`config.mk`:
```
export PLATFORM = sky130hd
export DESIGN_NAME = morph_frame_ctrl
export DESIGN_NICKNAME = d
export VERILOG_FILES = /design/src/rtl/morph_frame_ctrl.sv
export SDC_FILE = /design/constraint.sdc
export NUM_CORES = 1
export LEC_CHECK = 0
export BUFFER_PORTS_ARGS = -buffer_cell sky130_fd_sc_hd__buf_2
export CORE_ASPECT_RATIO = 0.75
export CORE_MARGIN = 2
export CORE_UTILIZATION = 35
export CTS_CLUSTER_SIZE = 30
export DETAILED_ROUTE_END_ITERATION = 7
export PLACE_DENSITY = 0.51
export SLEW_MARGIN = 20
export SYNTH_ARGS = -nofsm -noshare
export SYNTH_HDL_FRONTEND = slang
export SYNTH_SLANG_ARGS = --single-unit
```
`constraint.sdc`:
```
create_clock -name clk -period 4.2 [get_ports clk]
set_input_delay 0.63 -clock clk [delete_from_list [all_inputs] [get_ports clk]]
set_output_delay 0.63 -clock clk [all_outputs]
set_load 0.01 [all_outputs]
```
`src/rtl/morph_frame_ctrl.sv`:
```
// Frame-level controller for the binary morphology datapath: latches the operation
// mode at frame boundaries, tracks line/pixel geometry and times the pipeline drain.
module morph_frame_ctrl #(
  parameter logic [9:0]  IMG_HDISP = 10'd640,
  parameter logic [9:0]  IMG_VDISP = 10'd480,
  parameter logic [11:0] FLUSH_CYC = 12'd1284
) (
  input  logic       clk,
  input  logic       rst_n,
  input  logic       per_frame_vsync,
  input  logic       per_frame_href,
  input  logic [2:0] cfg_mode,
  input  logic       cfg_valid,
  output logic       cfg_ready,
  output logic       erode_en,
  output logic       dilate_en,
  output logic       swap_order,
  output logic       busy,
  output logic       frame_done,
  output logic [9:0] pix_cnt,
  output logic [9:0] line_cnt,
  output logic       size_err
);

  typedef enum logic [1:0] {IDLE, ACTIVE, FLUSH} state_t;

  state_t      state, state_nxt;
  logic        vsync_d, href_d, armed;
  logic        frame_start, href_fall, cfg_acc;
  logic        pend_vld;
  logic [2:0]  pend_mode, act_mode, mode_nxt;
  logic [11:0] flush_cnt;
  logic [9:0]  line_inc;

  // Returns {erode_en, dilate_en, swap_order}
  function automatic logic [2:0] decode_en(input logic [2:0] mode);
    case (mode)
      3'b001:  decode_en = 3'b100;
      3'b010:  decode_en = 3'b010;
      3'b011:  decode_en = 3'b110;
      3'b100:  decode_en = 3'b111;
      default: decode_en = 3'b000;
    endcase
  endfunction

  // armed blocks a vsync that was already high when reset released from
  // looking like a rising edge
  assign frame_start = per_frame_vsync & ~vsync_d & armed;
  assign href_fall   = ~per_frame_href & href_d;
  assign cfg_ready   = ~pend_vld;
  assign cfg_acc     = cfg_valid & cfg_ready;
  assign mode_nxt    = pend_vld ? pend_mode : act_mode;
  assign line_inc    = line_cnt + 10'd1;

  always_ff @(posedge clk) begin
    if (!rst_n) begin
      vsync_d <= 1'b0;
      href_d  <= 1'b0;
      armed   <= 1'b0;
    end else begin
      vsync_d <= per_frame_vsync;
      href_d  <= per_frame_href;
      armed   <= armed | ~per_frame_vsync;
    end
  end

  // A config accepted alongside a frame start stays pending for the next frame
  always_ff @(posedge clk) begin
    if (!rst_n) begin
      pend_vld                          <= 1'b0;
      act_mode                          <= 3'b000;
      {erode_en, dilate_en, swap_order} <= 3'b000;
    end else begin
      if (cfg_acc)
        pend_vld <= 1'b1;
      else if (frame_start)
        pend_vld <= 1'b0;
      if (frame_start) begin
        act_mode                          <= mode_nxt;
        {erode_en, dilate_en, swap_order} <= decode_en(mode_nxt);
      end
    end
  end

  always_ff @(posedge clk) begin
    if (cfg_acc)
      pend_mode <= cfg_mode;
  end

  always_ff @(posedge clk) begin
    if (!rst_n)
      state <= IDLE;
    else
      state <= state_nxt;
  end

  always_comb begin
    state_nxt  = state;
    frame_done = 1'b0;
    busy       = (state == ACTIVE) || (state == FLUSH);
    case (state)
      IDLE: begin
        if (frame_start)
          state_nxt = ACTIVE;
      end
      ACTIVE: begin
        if (!frame_start && href_fall && (line_inc == IMG_VDISP))
          state_nxt = FLUSH;
      end
      FLUSH: begin
        if (frame_start) begin
          frame_done = 1'b1;
          state_nxt  = ACTIVE;
        end else if (flush_cnt == 12'd0) begin
          frame_done = 1'b1;
          state_nxt  = IDLE;
        end
      end
      default: state_nxt = IDLE;
    endcase
  end

  always_ff @(posedge clk) begin
    if (!rst_n) begin
      pix_cnt   <= 10'd0;
      line_cnt  <= 10'd0;
      size_err  <= 1'b0;
      flush_cnt <= 12'd0;
    end else begin
      case (state)
        IDLE: begin
          if (frame_start) begin
            pix_cnt  <= 10'd0;
            line_cnt <= 10'd0;
            size_err <= 1'b0;
          end
        end
        ACTIVE: begin
          if (frame_start) begin
            // early vsync: the truncated frame is flagged, not cleared
            pix_cnt  <= 10'd0;
            line_cnt <= 10'd0;
            size_err <= 1'b1;
          end else if (href_fall) begin
            if (pix_cnt != IMG_HDISP)
              size_err <= 1'b1;
            line_cnt <= line_inc;
            pix_cnt  <= 10'd0;
            if (line_inc == IMG_VDISP)
              flush_cnt <= FLUSH_CYC;
          end else if (per_frame_href && (pix_cnt != 10'h3FF)) begin
            pix_cnt <= pix_cnt + 10'd1;
          end
        end
        FLUSH: begin
          if (frame_start) begin
            pix_cnt  <= 10'd0;
            line_cnt <= 10'd0;
            size_err <= 1'b0;
          end else begin
            if (flush_cnt != 12'd0)
              flush_cnt <= flush_cnt - 12'd1;
            if (per_frame_href)
              size_err <= 1'b1;
          end
        end
        default: ;
      endcase
    end
  end

endmodule

```
==> impl_metrics.json <==
{
  "register_area_um2": 991.0,
  "dp_hpwl_mm": 4.681,
  "start_kind": "flip-flop",
  "syn_to_final_growth_pct": 10.29,
  "power_uw": 1163,
  "p_switching_uw": 422.4,
  "netlist_area_mm2": 0.002808,
  "cts_tree": "built",
  "leakage_uw": 0.001193,
  "setup_viol": 0,
  "combPwrFrac": 0.321,
  "worst-endpoint-required_ns": 4.41,
  "cpMaxStageDelayCell": "or4_4",
  "synth_commonest_cells": "dfxtp_1 (45), nand2_1 (31), nor2_1 (27)",
  "synthArstFlopShare": 0,
  "slew_viol_final": 0,
  "cts_setup_buffers": 0,
  "drc": 0,
  "cts-htree-levels": 2,
  "synthMuxAreaShare": 0.02540,
  "wl_met1_mm": 3.714,
  "post-place-ws_ns": 1.337,
  "portBuffers": 34,
  "met3_length_um": 327,
  "wl_per_cell_um": 14.72,
  "avgSynthCellArea_um2": 8.331,
  "crit_arrival_ns": 3.11,
  "synth_cell_types": 69,
  "p_int_uw": 740.1,
  "hold_violations": 0,
  "wl_met2_mm": 2.662,
  "yosys-top-cells-area": "dfxtp_1 (32%), nand2_1 (4.1%), ha_1 (4.0%), nor2_1 (3.6%), o21ai_0 (3.6%)",
  "final_core_util": 0.3946,
  "synth_edf_count": 3,
  "grt_pass1_wl_mm": 11.15,
  "drt-vias-per-instance": 5.474,
  "row_count": 28,
  "ctsHoldBuffers": 0,
  "grt_pass1_vias": 2244,
  "ys_seq_area_frac": 0.3529,
  "yosysWarningCount": 0,
  "end_kind": "flip-flop",
  "core_area_mm2": 0.007848,
  "yosys.area.top_type": "dfxtp_1",
  "gr-total-overflow": 0,
  "layout.nets": 376,
  "rsz0062_at_grt": "no",
  "synth_fa_ha_area_frac": 0.04011,
  "clkSinkCount": 48,
  "tns_ns": 0,
  "multi_input_area_mm2": 0.001652,
  "synth_flop_cell": "dfxtp_1",
  "timing.final.crit_share": 0.6909,
  "die_h_um": 81.57,
  "synth.most_common_cell": "dfxtp_1",
  "place_congestion": 0.8243,
  "dr_total_vias": 2540,
  "critical_path_class": "reg -> reg",
  "ioPinCount": 35,
  "tightest_slew_ns": 0.8245,
  "status": "complete, no violations",
  "syn-num-nets": 354,
  "path_max_fanout": 12,
  "pwr-share-clk": 0.233,
  "synth_xor_area_frac": 0.02807,
  "cp_cell_sequence": "ha_1 -> and2_1 -> nand4_1 -> xor2_1 -> or4_4 -> o31a_1 -> o311a_2",
  "n_antenna_cell": 0,
  "cts_buffers": 5,
  "min_path_type": "reg -> reg",
  "cts_root_buf": "clkbuf_8",
  "finalWirelength_mm": 6.830,
  "dpl-instance-area_mm2": 0.003019,
  "synthSimpleGateAreaFrac": 0.2513,
  "die_area_mm2": 0.008762,
  "grtUsageTotal": 0.1617,
  "peakVddDrop_mv": 0.1446,
  "max_stage_delay_ns": 0.64,
  "finalCriticalPeriod_ns": 2.902,
  "grt_max_degree": 45,
  "clkTransAtPathRegs_ns": 0.09,
  "finalWorstSetupSlack_ns": 1.298,
  "cap_violations": 0,
  "clock_latency_ns": 0.31,
  "drive_above_1_share": 0.1560,
  "swShare": 0.3634,
  "maxSlewHeadroom": 0.4503,
  "clockBufferDepth": 2,
  "routed.top_layer": "met4",
  "synth_top_family_by_area": "simple AND/OR/NAND/NOR gates",
  "synth_compound_area_frac": 0.2433,
  "drtPass1Iterations": 4,
  "initial_utilization": 0.3578,
  "power_density_mw_per_mm2": 375.4,
  "final_area_mm2": 0.003097,
  "fmax_mhz": 344.6,
  "reg2reg_slack_ns": 1.30,
  "synth_cells": 337,
  "synth_top_area_share": 0.3209,
  "dieWidth_um": 107.4,
  "antenna_found_initial": 0,
  "synth_seq_cells": 48,
  "cts-resized-gates": 0,
  "worst_clock_skew_ns": 0.01122,
  "seq_power_share": 0.445,
  "fill_cells": 825,
  "drtIter0Drc": 181,
  "drtAntennaViolNets": 0
}
[power groups by stage]
stage                     logic [uW]  clock network, uW  registers [uW]
final                            374                271             518
after global routing             419                302             523
after CTS                        374                281             518
after detailed placement         372                  0             528
after global placement           374                  0             528
after floorplan                  280                  0             527
[worst max-delay path: cells and delay by family, from the launching register on]
| family | cells | cell delay, ns |
|---|---|---|
| AOI/OAI and AO/OA | 2 | 0.90 |
| adders and majority gates | 1 | 0.23 |
| xor gates and xnor gates | 1 | 0.20 |
| and+or+nand+nor | 3 | 1.02 |
| DFF | 1 | 0.45 |
[worst paths after layout]
check / end / cells after the start / start
worst max-delay path: flush_cnt[10] / 7 / line_cnt[0]
worst min-delay path: flush_cnt[0] / 2 / flush_cnt[0]
worst max register to register: flush_cnt[10] / 7 / line_cnt[0]
worst min register to register: flush_cnt[0] / 2 / flush_cnt[0]
[routing by layer]
layer,vias to the layer above,GRT usage
met5,-,0
met4,0,0.04615
met3,8,0.04048
met2,50,0.2253
met1,1194,0.2434
li1,1288,-
[placed cells by master, fill, tap and decap left out, drive strengths merged, types with 6 or more instances in the layout]
cell type	count
a21boi	8
a21oi	14
and2	9
buf	35
clkbuf	6
dfxtp	45
ha	9
inv	18
mux2i	6
nand2	31
nand3	13
nor2	28
nor2b	6
nor4	6
o21ai	22
o31ai	11
or3	8
xnor2	7
[final cells by class]
class	count	area share
clock buffers	6	0.02343
multi-input cells	251	0.5333
inverters	18	0.02182
flip-flops and latches	48	0.3200
clock inverters	1	0.001616
well taps	105	0.04242
repair buffers	35	0.05737
[stage by stage]
stage / cells / hold WS (ns)
2_1_floorplan: 337 / 0.4466
3_3_place_gp: 457 / 0.4638
3_5_place_dp: 457 / 0.4765
5_1_grt: 464 / 0.4823
6_report: 464 / 0.4835
4_1_cts: 464 / 0.4885
[cell families after synthesis]
kind of cell               after synthesis
muxes                                    7
adders and majority gates                9
AOI/OAI and AO/OA                       95
DFF                                     48
xor gates and xnor gates                 9
buffers and inverters                   38
and+or+nand+nor                        131
[flip-flops by register name (all words and copies together) (netlist names), 2 cells and up]
| name | count |
|---|---|
| flush_cnt | 12 |
| line_cnt | 10 |
| pix_cnt | 10 |
| act_mode | 3 |
| pend_mode | 3 |
| state | 2 |
No activity file was read; power rests on OpenSTA's default activity.
